<file path="config.mk">
export PLATFORM = sky130hd
export DESIGN_NAME = data_ram_arbiter_flat
export DESIGN_NICKNAME = d
export VERILOG_FILES = /design/src/rtl/data_ram_arbiter_if.sv /design/src/rtl/data_ram_arbiter.sv /design/src/flat_wrapper.sv
export SDC_FILE = /design/constraint.sdc
export NUM_CORES = 1
export LEC_CHECK = 0
export ABC_AREA = 1
export BUFFER_PORTS_ARGS = -buffer_cell sky130_fd_sc_hd__buf_2
export CORE_MARGIN = 2
export CORE_UTILIZATION = 40
export DETAILED_ROUTE_END_ITERATION = 7
export GPL_ROUTABILITY_DRIVEN = 0
export PLACE_DENSITY = 0.71
export REMOVE_ABC_BUFFERS = 1
export SLEW_MARGIN = 20
export SYNTH_ARGS = -nofsm -noshare
export SYNTH_HDL_FRONTEND = slang
export SYNTH_SLANG_ARGS = --single-unit
</file>
<file path="constraint.sdc">
create_clock -name clk -period 1.9 [get_ports clk]
set_input_delay 0.19 -clock clk [delete_from_list [all_inputs] [get_ports clk]]
set_output_delay 0.19 -clock clk [all_outputs]
set_load 0.01 [all_outputs]
</file>
<file path="src/rtl/data_ram_arbiter_if.sv">
// Bundle of both requester ports and the data RAM port of data_ram_arbiter.
// The master side is the world outside the arbiter: CPU MEM stage, DMA/loader and the RAM.
interface data_ram_arbiter_if #(
   parameter int ADDR_W = 32,
   parameter int DATA_W = 32
);
   logic              req0;
   logic              req1;
   logic              we0;
   logic              we1;
   logic [ADDR_W-1:0] addr0;
   logic [ADDR_W-1:0] addr1;
   logic [3:0]        sel0;
   logic [3:0]        sel1;
   logic [DATA_W-1:0] wdata0;
   logic [DATA_W-1:0] wdata1;
   logic              lock1;
   logic              ack0;
   logic              ack1;
   logic [DATA_W-1:0] rdata0;
   logic [DATA_W-1:0] rdata1;
   logic              ram_ce_o;
   logic              ram_we_o;
   logic [ADDR_W-1:0] ram_addr_o;
   logic [3:0]        ram_sel_o;
   logic [DATA_W-1:0] ram_data_o;
   logic [DATA_W-1:0] ram_data_i;
   logic              stallreq_o;
   logic              busy_o;

   modport master (
      output req0, req1, we0, we1, addr0, addr1, sel0, sel1, wdata0, wdata1, lock1, ram_data_i,
      input  ack0, ack1, rdata0, rdata1, ram_ce_o, ram_we_o, ram_addr_o, ram_sel_o, ram_data_o,
             stallreq_o, busy_o
   );

   modport slave (
      input  req0, req1, we0, we1, addr0, addr1, sel0, sel1, wdata0, wdata1, lock1, ram_data_i,
      output ack0, ack1, rdata0, rdata1, ram_ce_o, ram_we_o, ram_addr_o, ram_sel_o, ram_data_o,
             stallreq_o, busy_o
   );
endinterface

</file>
<file path="src/rtl/data_ram_arbiter.sv">
// Round-robin arbiter sharing the single-port data RAM between the CPU (port 0) and DMA (port 1),
// with a bounded port-1 burst lock. Define DATA_ARB_STAT_EN to add grant/conflict statistics outputs.
module data_ram_arbiter #(
   parameter int ADDR_W    = 32,
   parameter int DATA_W    = 32,
   parameter int MAX_BURST = 4
) (
   input  logic         clk,
   input  logic         rst,
   data_ram_arbiter_if.slave bus
`ifdef DATA_ARB_STAT_EN
   ,
   output logic [31:0]  gcnt0_o,
   output logic [31:0]  gcnt1_o,
   output logic [15:0]  conf_o
`endif
);
   typedef enum logic [1:0] {
      IDLE   = 2'd0,
      ACCESS = 2'd1,
      RESP   = 2'd2
   } state_t;

   localparam logic [3:0] MAX_B = 4'(MAX_BURST);

   state_t            state_r;
   state_t            state_s;
   logic              grant_s;
   logic              win_s;
   logic              gnt_r;
   logic              last_r;
   logic              we_r;
   logic [3:0]        burst_cnt_r;
   logic              ram_ce_r;
   logic              ram_we_r;
   logic [ADDR_W-1:0] ram_addr_r;
   logic [3:0]        ram_sel_r;
   logic [DATA_W-1:0] ram_data_r;
   logic              ack0_r;
   logic              ack1_r;
   logic [DATA_W-1:0] rdata0_r;
   logic [DATA_W-1:0] rdata1_r;

   // State register
   always_ff @(posedge clk or negedge rst) begin
      if (!rst) begin
         state_r <= IDLE;
      end else begin
         state_r <= state_s;
      end
   end

   // Next-state logic and winner selection (port 1 keeps the grant while locked and under budget)
   always_comb begin
      state_s = state_r;
      grant_s = 1'b0;
      win_s   = 1'b0;
      case (state_r)
         IDLE: begin
            if (bus.req0 || bus.req1) begin
               grant_s = 1'b1;
               state_s = ACCESS;
               if (bus.req0 && bus.req1) begin
                  if (!last_r) begin
                     win_s = 1'b1;
                  end else if (bus.lock1 && (burst_cnt_r < MAX_B)) begin
                     win_s = 1'b1;
                  end else begin
                     win_s = 1'b0;
                  end
               end else begin
                  win_s = bus.req1;
               end
            end else begin
               state_s = IDLE;
            end
         end
         ACCESS:  state_s = RESP;
         RESP:    state_s = IDLE;
         default: state_s = IDLE;
      endcase
   end

   // Grant latching, RAM drive during ACCESS, and the one-cycle response
   always_ff @(posedge clk or negedge rst) begin
      if (!rst) begin
         gnt_r       <= 1'b0;
         last_r      <= 1'b1;
         we_r        <= 1'b0;
         burst_cnt_r <= 4'd0;
         ram_ce_r    <= 1'b0;
         ram_we_r    <= 1'b0;
         ram_addr_r  <= '0;
         ram_sel_r   <= 4'd0;
         ram_data_r  <= '0;
         ack0_r      <= 1'b0;
         ack1_r      <= 1'b0;
         rdata0_r    <= '0;
         rdata1_r    <= '0;
      end else if (grant_s) begin
         gnt_r      <= win_s;
         last_r     <= win_s;
         we_r       <= win_s ? bus.we1 : bus.we0;
         ram_ce_r   <= 1'b1;
         ram_we_r   <= win_s ? bus.we1 : bus.we0;
         ram_addr_r <= win_s ? bus.addr1 : bus.addr0;
         ram_sel_r  <= win_s ? bus.sel1 : bus.sel0;
         ram_data_r <= win_s ? bus.wdata1 : bus.wdata0;
         ack0_r     <= 1'b0;
         ack1_r     <= 1'b0;
         rdata0_r   <= '0;
         rdata1_r   <= '0;
         if (win_s && bus.lock1) begin
            burst_cnt_r <= (burst_cnt_r >= MAX_B) ? MAX_B : burst_cnt_r + 4'd1;
         end else begin
            burst_cnt_r <= 4'd0;
         end
      end else if (state_r == ACCESS) begin
         ram_ce_r   <= 1'b0;
         ram_we_r   <= 1'b0;
         ram_addr_r <= '0;
         ram_sel_r  <= 4'd0;
         ram_data_r <= '0;
         ack0_r     <= ~gnt_r;
         ack1_r     <= gnt_r;
         rdata0_r   <= (!gnt_r && !we_r) ? bus.ram_data_i : '0;
         rdata1_r   <= (gnt_r && !we_r) ? bus.ram_data_i : '0;
      end else begin
         ack0_r   <= 1'b0;
         ack1_r   <= 1'b0;
         rdata0_r <= '0;
         rdata1_r <= '0;
      end
   end

   assign bus.ram_ce_o   = ram_ce_r;
   assign bus.ram_we_o   = ram_we_r;
   assign bus.ram_addr_o = ram_addr_r;
   assign bus.ram_sel_o  = ram_sel_r;
   assign bus.ram_data_o = ram_data_r;
   assign bus.ack0       = ack0_r;
   assign bus.ack1       = ack1_r;
   assign bus.rdata0     = rdata0_r;
   assign bus.rdata1     = rdata1_r;
   assign bus.stallreq_o = bus.req0 & ~ack0_r;
   assign bus.busy_o     = (state_r != IDLE);

`ifdef DATA_ARB_STAT_EN
   logic [31:0] gcnt0_r;
   logic [31:0] gcnt1_r;
   logic [15:0] conf_r;

   // Grant and conflict statistics, free-running and wrapping
   always_ff @(posedge clk or negedge rst) begin
      if (!rst) begin
         gcnt0_r <= 32'd0;
         gcnt1_r <= 32'd0;
         conf_r  <= 16'd0;
      end else if (grant_s) begin
         gcnt0_r <= win_s ? gcnt0_r : gcnt0_r + 32'd1;
         gcnt1_r <= win_s ? gcnt1_r + 32'd1 : gcnt1_r;
         conf_r  <= (bus.req0 && bus.req1) ? conf_r + 16'd1 : conf_r;
      end else begin
         gcnt0_r <= gcnt0_r;
         gcnt1_r <= gcnt1_r;
         conf_r  <= conf_r;
      end
   end

   assign gcnt0_o = gcnt0_r;
   assign gcnt1_o = gcnt1_r;
   assign conf_o  = conf_r;
`endif
endmodule

</file>
<file path="src/flat_wrapper.sv">
// flat-port wrapper written by rule: the top's interface ports become plain ports
module data_ram_arbiter_flat 
#(
   parameter int ADDR_W    = 32,
   parameter int DATA_W    = 32,
   parameter int MAX_BURST = 4
)
  (clk, rst, bus_req0, bus_req1, bus_we0, bus_we1, bus_addr0, bus_addr1, bus_sel0, bus_sel1, bus_wdata0, bus_wdata1, bus_lock1, bus_ram_data_i, bus_ack0, bus_ack1, bus_rdata0, bus_rdata1, bus_ram_ce_o, bus_ram_we_o, bus_ram_addr_o, bus_ram_sel_o, bus_ram_data_o, bus_stallreq_o, bus_busy_o);
  data_ram_arbiter_if #(.ADDR_W(ADDR_W), .DATA_W(DATA_W)) bus_i ();
  input  logic clk;
  input  logic rst;
  input wire logic [$bits(bus_i.req0)-1:0] bus_req0;
  input wire logic [$bits(bus_i.req1)-1:0] bus_req1;
  input wire logic [$bits(bus_i.we0)-1:0] bus_we0;
  input wire logic [$bits(bus_i.we1)-1:0] bus_we1;
  input wire logic [$bits(bus_i.addr0)-1:0] bus_addr0;
  input wire logic [$bits(bus_i.addr1)-1:0] bus_addr1;
  input wire logic [$bits(bus_i.sel0)-1:0] bus_sel0;
  input wire logic [$bits(bus_i.sel1)-1:0] bus_sel1;
  input wire logic [$bits(bus_i.wdata0)-1:0] bus_wdata0;
  input wire logic [$bits(bus_i.wdata1)-1:0] bus_wdata1;
  input wire logic [$bits(bus_i.lock1)-1:0] bus_lock1;
  input wire logic [$bits(bus_i.ram_data_i)-1:0] bus_ram_data_i;
  output wire logic [$bits(bus_i.ack0)-1:0] bus_ack0;
  output wire logic [$bits(bus_i.ack1)-1:0] bus_ack1;
  output wire logic [$bits(bus_i.rdata0)-1:0] bus_rdata0;
  output wire logic [$bits(bus_i.rdata1)-1:0] bus_rdata1;
  output wire logic [$bits(bus_i.ram_ce_o)-1:0] bus_ram_ce_o;
  output wire logic [$bits(bus_i.ram_we_o)-1:0] bus_ram_we_o;
  output wire logic [$bits(bus_i.ram_addr_o)-1:0] bus_ram_addr_o;
  output wire logic [$bits(bus_i.ram_sel_o)-1:0] bus_ram_sel_o;
  output wire logic [$bits(bus_i.ram_data_o)-1:0] bus_ram_data_o;
  output wire logic [$bits(bus_i.stallreq_o)-1:0] bus_stallreq_o;
  output wire logic [$bits(bus_i.busy_o)-1:0] bus_busy_o;
  assign bus_i.req0 = bus_req0;
  assign bus_i.req1 = bus_req1;
  assign bus_i.we0 = bus_we0;
  assign bus_i.we1 = bus_we1;
  assign bus_i.addr0 = bus_addr0;
  assign bus_i.addr1 = bus_addr1;
  assign bus_i.sel0 = bus_sel0;
  assign bus_i.sel1 = bus_sel1;
  assign bus_i.wdata0 = bus_wdata0;
  assign bus_i.wdata1 = bus_wdata1;
  assign bus_i.lock1 = bus_lock1;
  assign bus_i.ram_data_i = bus_ram_data_i;
  assign bus_ack0 = bus_i.ack0;
  assign bus_ack1 = bus_i.ack1;
  assign bus_rdata0 = bus_i.rdata0;
  assign bus_rdata1 = bus_i.rdata1;
  assign bus_ram_ce_o = bus_i.ram_ce_o;
  assign bus_ram_we_o = bus_i.ram_we_o;
  assign bus_ram_addr_o = bus_i.ram_addr_o;
  assign bus_ram_sel_o = bus_i.ram_sel_o;
  assign bus_ram_data_o = bus_i.ram_data_o;
  assign bus_stallreq_o = bus_i.stallreq_o;
  assign bus_busy_o = bus_i.busy_o;
  data_ram_arbiter #(.ADDR_W(ADDR_W), .DATA_W(DATA_W), .MAX_BURST(MAX_BURST)) u_core (.clk(clk), .rst(rst), .bus(bus_i));
endmodule
</file>
==> results list, run 1 <==
* Maximum level of the CTS H-tree: 4
- The tool flagged a number of max-cap violations equal to 0.
* Global-route wire length before repair: 30910 µm
- DRC: 0
* Clk sink count: about 150
* # setup viols final: 0
* Worst-Margin Slew: ~760 ps
- Maximum clock rate: 0.5915 GHz
- Netlist cell types: 19
- Ratio of routed vias to standard cells: 4.650
- In this run, post-CTS repair resized a total of 0 instances.
- Clock Pin Slew Worst Setup and Hold Paths: 60 ps
- Worst Setup Start Kind: register
- The Yosys step of the flow raised 0 warnings.
- Overall die area: 17400 µm²
* Power density over cell area: 1431 nW/µm²
- Result of the run: finished, final reports clean
* Area used by multi-input combinational logic: just under 2000 µm²
- Floorplan die height: 131.9 µm
- Via count of the first global-routing pass: 6263
- Proportion of layout cells with a drive suffix above 1: 32.40%
- Power Total: 12.94 mW
- Across every metal layer, demand over resource in global routing totals 22.35%.
- STA classifies the critical path endpoint as a register.
- Once detailed placement completed, the half-perimeter wirelength came to about 13000 µm.
* Antenna violations before repair: 1
- The min-delay analysis places its worst path in the category in -> reg.
- Ant diodes: 0
- For this configuration, the core starts out at a cell density of 41.04%.
- Insertion delay to the later sink of the worst-skew pair: 410 ps
* Number of DRC markers after the initial detailed-route iteration: 295
* CORE AREA: 15940 µm²
* Data required time at the worst endpoint: 2250 ps
- Leakage power: 5.666 nW
- Routed WL per cell: 13.97 µm
* Gate count after technology mapping: 817
* Number of flops mapped to enable cells by yosys: 0
- Dominant cells by area after synthesis: sky130_fd_sc_hd__dfrtp_1 (55%), sky130_fd_sc_hd__nand2_1 (13%), sky130_fd_sc_hd__nand3_1 (11%)
- Synthesized area: between 6000 and 7000 µm²
* Detailed-route via count: 6315
- Clock period minus worst slack: roughly 1700 ps
- Buffers inserted during clock tree synthesis total 17.
* Headroom to the max-slew limit: 48.97%
- CTS tree: built
- Proportion of netlist area held by the largest area contributor: 55.08%
- Yosys reg bits: between 100 and 150
* Asr flop ratio synth: 100.0%
- The floorplan step set the die width to 131.9 µm.
- Of the synthesized area, sequential elements account for 55.48%.
- In the final timing run, aggregate negative setup slack is 0 ps.
- The detail route stage leaves a number of antenna-violating nets equal to 0.
- Signal arrival time at the worst endpoint: around 2000 ps
* Pin count of the biggest net entering global routing: 74
* Worst-path maximum fanout: 40
* Number of max-slew violations in the final report: 0
- Area delta synth->final: 38.15%
- For this run, the leading register cell type out of synthesis is sky130_fd_sc_hd__dfrtp_1.
- Across the routed clock network, the largest skew measured is 10.42 ps.
- Setup repair after global routing missed its margin: no
- The layout has approximately 1500 filler cells.
- The final layout contains between 1000 and 1500 nets.
* Site Rows: 46
* Start-to-end type of the worst setup path: reg -> reg
* Iteration count of the initial detailed-routing pass: 5
- The worst-case IR drop observed on VDD is approximately 0.67 mV.
* Avg Synthesized Cell Area: 8.008 µm²
- # port buffers: 312
* Sequential cell area in the final layout: ~3600 µm²
- sky130_fd_sc_hd__dfrtp_1 takes more of the synthesized area than any other cell.
* Number of setup buffers added after CTS: 0
- For this run the aggregate overflow at the end of global routing stands at 0.
- Number of hold violations in the final report: 0
* Clock tree root driver cell: sky130_fd_sc_hd__clkbuf_16
* Buffer depth of the longest clock path: 2
- Top-level I/O count: 313
* Ratio of final minimum period to clock period: 88.98%
- Overall routed net length: 18970 µm
[through the flow]
step | area (µm²) | utilization (%) | std cells | setup slack [ps] | hold WS (ps)
5_1_grt | 9039 | 56.69 | 1358 | 57.63 | 5.441
3_5_place_dp | 8325 | 52.22 | 1312 | 184.2 | 146.4
4_1_cts | 9029 | 56.63 | 1357 | 165.9 | 0.3159
6_report | 9039 | 56.69 | 1358 | 209.5 | 23.41
3_3_place_gp | 8325 | 52.22 | 1312 | 255.5 | 147.5
2_1_floorplan | 6280 | - | 768 | -706.2 | -105.6
[cell usage after synthesis (3+ instances only)]
library cell,count
sky130_fd_sc_hd__buf_1,4
sky130_fd_sc_hd__buf_2,33
sky130_fd_sc_hd__buf_4,4
sky130_fd_sc_hd__buf_6,3
sky130_fd_sc_hd__clkbuf_1,5
sky130_fd_sc_hd__dfrtp_1,144
sky130_fd_sc_hd__inv_1,179
sky130_fd_sc_hd__inv_2,3
sky130_fd_sc_hd__nand2_1,220
sky130_fd_sc_hd__nand2_2,3
sky130_fd_sc_hd__nand3_1,139
sky130_fd_sc_hd__nor2_1,5
sky130_fd_sc_hd__nor2_4,3
sky130_fd_sc_hd__nor3_1,64
sky130_fd_sc_hd__o21ai_0,4
[critical path, stage by stage (launching register included)]
cell and delay, ps:
sky130_fd_sc_hd__dfrtp_1 360, sky130_fd_sc_hd__inv_2 40, sky130_fd_sc_hd__nand2_2 120, sky130_fd_sc_hd__a21oi_4 60
sky130_fd_sc_hd__nor2_4 590, sky130_fd_sc_hd__buf_12 290, sky130_fd_sc_hd__nand2_1 80, sky130_fd_sc_hd__nand2_1 70
[cell type report]
class	instances	share of cell area [%]
Clock inverter	14	1.592
Multi-Input combinational cell	441	21.76
Sequential cell	145	40.16
Clock buffer	18	4.748
Inverter	182	7.558
Timing Repair Buffer	342	21.19
Tap cell	216	2.990
[cells by family (layout without fill, tap and decap cells)]
| logic type | count (synthesis) | after routing | share of synthesized area (%) |
|---|---|---|---|
| flops | 145 | 145 | 55.48 |
| fa+ha+maj | 1 | 1 | 0.1912 |
| compound gates | 6 | 6 | 0.6311 |
| simple gates | 434 | 434 | 29.24 |
| buf+inv | 231 | 556 | 14.46 |
[cell usage in the layout, fill, tap and decap left out]
master	count
sky130_fd_sc_hd__a21oi_4	1
sky130_fd_sc_hd__buf_12	7
sky130_fd_sc_hd__buf_2	311
sky130_fd_sc_hd__buf_4	9
sky130_fd_sc_hd__buf_6	1
sky130_fd_sc_hd__bufinv_16	1
sky130_fd_sc_hd__clkbuf_1	1
sky130_fd_sc_hd__clkbuf_16	17
sky130_fd_sc_hd__clkinv_2	1
sky130_fd_sc_hd__clkinv_4	1
sky130_fd_sc_hd__clkinvlp_4	3
sky130_fd_sc_hd__dfrtp_1	144
sky130_fd_sc_hd__dfstp_2	1
sky130_fd_sc_hd__dlygate4sd3_1	14
sky130_fd_sc_hd__ha_1	1
sky130_fd_sc_hd__inv_1	179
sky130_fd_sc_hd__inv_2	3
sky130_fd_sc_hd__inv_6	5
sky130_fd_sc_hd__inv_8	3
sky130_fd_sc_hd__nand2_1	220
sky130_fd_sc_hd__nand2_2	3
sky130_fd_sc_hd__nand3_1	139
sky130_fd_sc_hd__nor2_1	5
sky130_fd_sc_hd__nor2_4	3
sky130_fd_sc_hd__nor3_1	64
sky130_fd_sc_hd__o21ai_0	4
sky130_fd_sc_hd__o21ai_1	1
[flip-flops by register name, indices dropped and copies added, names as in the netlist, 2 cells and up]
| signal | count |
|---|---|
| u_core.burst_cnt_r | 4 |
| u_core.bus.ram_addr_o | 32 |
| u_core.bus.ram_data_o | 32 |
| u_core.bus.ram_sel_o | 4 |
| u_core.bus.rdata0 | 32 |
| u_core.bus.rdata1 | 32 |
| u_core.state_r | 2 |
[layer usage]
layer / wire length [µm] / up-vias / global-route usage, %
met5: 16 / - / 0
met4: 309 / 2 / 8.092
met3: 1750 / 24 / 8.612
met2: 9320 / 274 / 37.85
met1: 7569 / 2922 / 25.81
li1: - / 3093 / -
[report_power, final]
group	internal [mW]	switching, mW	leakage, nW
Clock	1.85	1.39	0.274
Combinational	1.81	3.35	3.49
Sequential	4.08	0.457	1.90
[what timing repair did]
| action | CTS | global route |
|---|---|---|
| hold buffers | 13 | 1 |
| endpoints found under the hold margin | 58 | 1 |
| setup endpoints to repair | 0 | 0 |
[path summary, 6_finish.rpt]
path | startpoint | to | slack, ps | cells past startpoint
min in group asynchronous | rst | u_core.bus.rdata1[16]$_DFF_PN0_ | 260 | 2
worst min-delay path | bus_ram_data_i[20] | u_core.bus.rdata1[20]$_DFF_PN0_ | 20 | 3
worst max register to register | u_core.state_r[1]$_DFF_PN0_ | u_core.bus.ram_data_o[23]$_DFFE_PN0P_ | 210 | 7
worst max-delay path | u_core.state_r[1]$_DFF_PN0_ | u_core.bus.ram_data_o[23]$_DFFE_PN0P_ | 210 | 7
worst min register to register | u_core.gnt_r$_DFFE_PN0P_ | u_core.bus.ack0$_DFF_PN0_ | 460 | 1
max in group asynchronous | rst | u_core.bus.ram_addr_o[11]$_DFFE_PN0P_ | 1020 | 3
Note: power is estimated with default switching activity, not from simulation.
==> run 2, diff against run 1 <==
--- a/config.mk
+++ b/config.mk
@@ -11,7 +11,7 @@
 export CORE_UTILIZATION = 40
 export DETAILED_ROUTE_END_ITERATION = 7
 export GPL_ROUTABILITY_DRIVEN = 0
-export PLACE_DENSITY = 0.71
+export PLACE_DENSITY_LB_ADDON = 0.25
 export REMOVE_ABC_BUFFERS = 1
 export SLEW_MARGIN = 20
 export SYNTH_ARGS = -nofsm -noshare
==> run 2 against run 1 <==
Compared with the run above: clock skew decreased by 1.8 ps; power increased by 2.1%; wire length increased by 4.4%; design area increased by 1.4%; combinational power about the same; critical path depth unchanged; die area unchanged.
==> results list, run 2 (same netlist as run 1, synthesis figures left out) <==
- DRC: 0
- Buffer depth of the longest clock path: 2
- The min-delay analysis places its worst path in the category in -> reg.
* Total half-perimeter wirelength after legalization and detailed placement: 13710 µm
- The critical path is of the reg -> reg type.
- Overall routed net length: around 20000 µm
* Site Rows: 46
* Clock period minus worst slack: 1751 ps
- Headroom to the max-slew limit came out at between 40% and 50%.
- After layout, the worst setup slack is approximately 150 ps.
- Initial core utilization: about 41%
- Via count of the first global-routing pass: 6158
- STA classifies the critical path endpoint as a register.
- CTS built an H-tree with a depth of 4.
- TritonCTS built the clock tree.
* Iteration count of the initial detailed-routing pass: 5
- Data on the critical path is required at its endpoint by 2260 ps.
* Setup repair after global routing missed its margin: no
- Ratio of routed vias to standard cells: 4.597
* Largest stage delay on the critical path: a little under 600 ps
* Sequential cell area in the final layout: 3630 µm²
- M2 GR Usage: between 30% and 40%
* Proportion of layout cells with a drive suffix above 1: between 30% and 40%
- The flow ran to the end, and the final reports show no timing, DRC or antenna violations.
* Met1 Resource Use GR: 28.74%
* Pre-CTS WS: 142.0 ps
- Area delta synth->final: 40.03%
* Clock tree skew after final layout: 8.600 ps
- # setup viols final: 0
* Net count of the finished layout: 1312
- The number of clock buffers added by TritonCTS is 17.
- Max-cap violations in this run came to 0.
- Clock Pin Slew Worst Setup and Hold Paths: approximately 60 ps
- Fill cells in the final layout number 1488.
* Setup Total Neg Slack: 0 ps
- For this run, the top clock speed supported by timing is roughly 0.57 GHz.
- Most repeated library cell on the critical path: sky130_fd_sc_hd__nand2_1
* Antenna violations before repair: 2
- Maximum vdd drop: between 0.9 and 1 mV
- Pin count of the biggest net entering global routing: 74
- Measured along the x axis, the die boundary spans about 130 µm.
- The first global-routing pass estimated between 30000 and 40000 µm of wire.
* Detailed-route via count: 6284
- After the first detailed-routing iteration, the DRC count stood at 340.
- Worst Setup Start Kind: register
- Leakage power: 5.715 nW
- Highest-delay cell along the critical path: sky130_fd_sc_hd__nor2_4
- The clock drives 145 sinks.
- The library cells used most frequently in the layout, excluding fill and tap cells, are sky130_fd_sc_hd__buf_2 (311), sky130_fd_sc_hd__nand2_1 (220), sky130_fd_sc_hd__inv_1 (179).
* Worst-path maximum fanout: 39
* Overall die area: ~17000 µm²
- Top-level I/O count: 313
* Ratio of final minimum period to clock period: ~92%
- Final ANT Viol Nets: 0
- Insertion delay to the later sink of the worst-skew pair: ~420 ps
* Power density over cell area: 1442 nW/µm²
* # port buffers: approximately 310
- GRT met3 Usage: 8.612%
- Total congestion overflow after global routing: 0
* Area used by multi-input combinational logic: just under 2000 µm²
* Routed WL per cell: roughly 14 µm
* Clock tree root driver cell: sky130_fd_sc_hd__clkbuf_16
* Number of max-slew violations in the final report: 0
- Signal arrival time at the worst endpoint: around 2100 ps
- Overall global routing resource usage: between 20% and 30%
- The core region is 15940 µm².
* Number of hold violations in the final report: 0
- Critical Path, Cell by Cell: inv_2 > nand2_2 > a21oi_4 > nor2_4 > buf_12 > nand2_1 > nand2_1
- Leaving out fill and tap cells, the most frequent cell in the layout is sky130_fd_sc_hd__buf_2.
- Worst-Margin Slew: 754.9 ps
* Busiest layer in global routing: met2
- From bottom edge to top edge, the die measures between 100 and 150 µm.
run 2: cell count changes in the layout (fill, tap and decap cells not counted):
cell                            before  now
sky130_fd_sc_hd__clkbuf_8            0    1
sky130_fd_sc_hd__inv_8               3    0
sky130_fd_sc_hd__bufinv_16           1    3
sky130_fd_sc_hd__clkbuf_1            1    0
sky130_fd_sc_hd__dlygate4sd3_1      14   23
sky130_fd_sc_hd__clkinv_2            1    2
sky130_fd_sc_hd__diode_2             0    2
sky130_fd_sc_hd__clkinvlp_4          3    2
sky130_fd_sc_hd__buf_4               9    7
sky130_fd_sc_hd__clkinv_4            1    2
run 2: power by group:
part | switching [mW] | internal (mW)
clock | 1.38 | 2.12
sequential | 0.484 | 4.09
combinational | 3.35 | 1.79
run 2: cell type report:
class | count | share of cell area [%]
antenna | 2 | 0.05463
clock buffer | 18 | 4.794
clock inverter | 14 | 1.926
inverter | 182 | 7.457
multi-input combinational | 441 | 21.47
sequential | 145 | 39.62
tap | 216 | 2.950
timing repair buffer | 349 | 21.73
run 2: routing by layer:
metal,share of wire (%),routed length (µm)
met1,41,8143
met2,48,9435
met3,9.8,1938
met4,1.5,290
met5,0,0
run 2: repair_timing:
item | CTS | global route
hold buffers | 23 | 0
resized for setup | 0 | 0
hold endpoints to repair | 87 | 0
setup buffers | 0 | 0
run 2: path summary, 6_finish.rpt:
| path | startpoint | to | cells after the start | slack, ps |
|---|---|---|---|---|
| setup / recovery | u_core.state_r[1]$_DFF_PN0_ | u_core.bus.ram_data_o[5]$_DFFE_PN0P_ | 7 | 150 |
| hold / removal | bus_ram_data_i[22] | u_core.bus.rdata1[22]$_DFF_PN0_ | 3 | 20 |
| setup reg to reg | u_core.state_r[1]$_DFF_PN0_ | u_core.bus.ram_data_o[5]$_DFFE_PN0P_ | 7 | 150 |
| hold reg to reg | u_core.gnt_r$_DFFE_PN0P_ | u_core.bus.ack0$_DFF_PN0_ | 1 | 460 |
| max in group asynchronous | rst | u_core.bus.rdata1[26]$_DFF_PN0_ | 3 | 950 |
| min in group asynchronous | rst | u_core.bus.rdata0[7]$_DFF_PN0_ | 2 | 270 |
run 2: critical path, delay by kind of cell, from the launching register on:
kind | cells | cell delay (ps)
flops | 1 | 410
buf+inv | 2 | 340
compound gates | 1 | 60
simple gates | 4 | 860
run 2: stage by stage:
step	cell area [µm²]	cells	util (%)	hold slack, ps	power (mW)
detailed placement	8310	1310	52.13	160.1	9.790
finish	9161	1367	57.46	22.73	13.21
floorplan	6280	768	-	-105.6	7.353
global placement	8310	1310	52.13	164.6	9.723
global route	9161	1367	57.46	20.28	14.15
CTS	9156	1365	57.43	1.607	13.37
==> run 3, diff against run 2 <==
--- a/config.mk
+++ b/config.mk
@@ -7,9 +7,9 @@
 export LEC_CHECK = 0
 export ABC_AREA = 1
 export BUFFER_PORTS_ARGS = -buffer_cell sky130_fd_sc_hd__buf_2
-export CORE_MARGIN = 2
-export CORE_UTILIZATION = 40
+export CORE_AREA = 2 2 121 123
 export DETAILED_ROUTE_END_ITERATION = 7
+export DIE_AREA = 0 0 123 125
 export GPL_ROUTABILITY_DRIVEN = 0
 export PLACE_DENSITY_LB_ADDON = 0.25
 export REMOVE_ABC_BUFFERS = 1
==> run 3 against run 2 <==
Compared with the run above: critical endpoint is now u_core.burst_cnt_r[0]$_DFFE_PN0P_; highest routed layer is now met5; critical path depth is the same; non-clock buffer count shrank 8; largest cell class unchanged; combinational power shrank 1%.
==> results list, run 3 (same netlist as run 1, synthesis figures left out) <==
- Clock tree skew after final layout: approximately 6.9 ps
- Worst Setup Start Kind: register
* Maximum level of the CTS H-tree: 4
* Power density over cell area: 1409 nW/µm²
- After detailed routing, no signal wire sits above met5.
- Buffers placed on the I/O ports in this run total 312.
* Number of buffers and inverters on the critical path: 3
* Pin count of the biggest net entering global routing: 74
* # setup viols final: 0
* Clock tree root driver cell: sky130_fd_sc_hd__clkbuf_16
- Highest-delay cell along the critical path: sky130_fd_sc_hd__buf_6
- Clock Pin Slew Worst Setup and Hold Paths: 60 ps
* Initial core utilization: 46.06%
- Setup repair after global routing left no endpoint under its margin.
* Worst-path maximum fanout: 73
- Clock tree synthesis found a total of 145 sinks.
* Net count of the finished layout: roughly 1300
- The post-route netlist has between 30 and 40% of its cells at a drive strength greater than 1.
- Most common cell after layout, fill and taps aside: sky130_fd_sc_hd__buf_2
* CTS tree: built
- Clock period minus worst slack: 1721 ps
- CORE AREA: 14200 µm²
- Clock tree synthesis inserted a total of 17 buffers.
- Overall routed net length: 18380 µm
- Wire segments on met2 add up to around 8700 µm in the final route.
* Signal arrival time at the worst endpoint: approximately 2000 ps
- Global routing finished with a remaining overflow of 0.
- The die is 123 µm wide.
* Overall die area: 15380 µm²
- In this run, the number of DRC markers left after iteration 0 of detailed routing was 411.
- Largest stage delay on the critical path: 480 ps
- During I/O placement, the number of pins put on the boundary was 313.
- Placed instance count: about 1300
* Headroom to the max-slew limit: 45.67%
- The clock passes through at most 2 buffers.
- The max-slew violation total from the final report was 0.
* Start-to-end type of the worst setup path: reg -> reg
- The initialized floorplan defines between 40 and 50 standard-cell rows.
- The count of nets left with antenna violations once routing finished came out at 0.
- STA classifies the critical path endpoint as a register.
- The hold violation total from the final report is 0.
* DRC: 0
- Relative to the synthesized area, the layout overhead comes to 36.62%.
* Detailed-route via count: 6203
- After the flow finishes, the layout carries non-filler instances totaling 1326.
- Data required time at the worst endpoint: 2180 ps
- Ratio of routed vias to standard cells: between 4 and 5
- Total met3 wirelength after detailed routing: roughly 2000 µm
- The kind of cell with the highest combined delay along the critical path is buffers and inverters.
- After routing the design area is between 8000 and 9000 µm².
* Result of the run: finished, final reports clean
- Summed over all cells, the static leakage comes to approximately 5.6 nW.
- Detailed-routing wirelength on met1: 7273 µm
- The worst-case IR drop observed on VDD is 0.7671 mV.
* Number of setup buffers added after CTS: 0
- Via count of the first global-routing pass: approximately 6000
- Iteration count of the initial detailed-routing pass: 4
- Global-route wire length before repair: slightly below 30000 µm
- After detailed routing, the average wire length per cell comes to 13.86 µm.
* Floorplan die height: 125 µm
- Maximum clock rate: between 0.5 and 0.6 GHz
- Max-cap violations in this run came to 0.
* Critical Path, Cell by Cell: inv_2 > nand2_2 > a21oi_4 > buf_6 > inv_1 > nand2_1 > o21ai_0
- Detailed placement finished with a half-perimeter wire length of 13010 µm.
- Global routing consumed, over all layers together, 24.30% of the routing resources.
- Total cell area at the placement stage: 8280 µm²
- For the worst-skew pair, the clock arrives at the later sink with an insertion delay of 410 ps.
* Leading cell types in the layout, fill and taps excluded: sky130_fd_sc_hd__buf_2 (311), sky130_fd_sc_hd__nand2_1 (220), sky130_fd_sc_hd__inv_1 (179)
- Of the available clock period, the critical path in the final layout requires 90.58%.
- The worst hold path belongs to the class in -> reg.
- At the pin with the least slew margin, the transition time is 813.0 ps.
* Antenna violations before repair: 2
==> run 3: worst paths after layout <==
check / startpoint / cells after the start / endpoint / slack, ps
max: u_core.state_r[0]$_DFF_PN0_ / 7 / u_core.burst_cnt_r[0]$_DFFE_PN0P_ / 180
min: bus_ram_data_i[28] / 3 / u_core.bus.rdata1[28]$_DFF_PN0_ / 20
max reg2reg: u_core.state_r[0]$_DFF_PN0_ / 7 / u_core.burst_cnt_r[0]$_DFFE_PN0P_ / 180
min reg2reg: u_core.last_r$_DFFE_PN1P_ / 2 / u_core.last_r$_DFFE_PN1P_ / 460
max in group asynchronous: rst / 3 / u_core.bus.ram_addr_o[17]$_DFFE_PN0P_ / 1030
min in group asynchronous: rst / 2 / u_core.bus.rdata1[19]$_DFF_PN0_ / 290
==> run 3: repair_timing <==
item	4_1_cts	5_1_grt
endpoints found under the setup margin	4	0
endpoints found under the hold margin	62	0
hold buffers	12	0
resized for setup	1	0
==> run 3: stage by stage <==
stage | util [%] | total power, mW | setup slack (ps) | TNS, ps | hold slack, ps
floorplan | - | 7.353 | -706.2 | -49720 | -105.6
global placement | 58.30 | 9.615 | -19.86 | -53.75 | 162.6
detailed placement | 58.30 | 9.692 | -46.55 | -105.6 | 165.2
CTS | 62.91 | 12.73 | 133.4 | 0 | 0.6174
global route | 62.93 | 13.53 | 9.717 | 0 | 4.070
finish | 62.93 | 12.59 | 179.0 | 0 | 19.82
==> run 3: final cells by class <==
class / instances / area (µm²)
antenna: 1 / 2.502
clock buffer: 20 / 446.7
clock inverter: 12 / 85.08
multi-input combinational: 441 / 1967
inverter: 182 / 683.2
tap: 184 / 230.2
sequential: 145 / 3630
timing repair buffer: 341 / 1894
fill: 1270 / 5265
==> run 3: power breakdown <==
| part | internal [mW] | switching, mW | leakage (nW) |
|---|---|---|---|
| sequential | 4.09 | 0.445 | 1.90 |
| clock | 1.71 | 1.27 | 0.253 |
| combinational | 1.77 | 3.31 | 3.48 |
| total | 7.56 | 5.03 | 5.64 |
==> run 3: worst reg2reg max path, stage by stage, from the launching register on <==
cell and delay [ps]:
sky130_fd_sc_hd__dfrtp_1 370, sky130_fd_sc_hd__inv_2 80, sky130_fd_sc_hd__nand2_2 100, sky130_fd_sc_hd__a21oi_4 170, sky130_fd_sc_hd__buf_6 480, sky130_fd_sc_hd__inv_1 220
sky130_fd_sc_hd__nand2_1 100, sky130_fd_sc_hd__o21ai_0 80
==> run 3: routing by layer <==
layer	GRT usage [%]	vias to the layer above
met5	0	-
met4	8.690	2
met3	10.26	30
met2	39.55	252
met1	28.69	2823
li1	-	3096
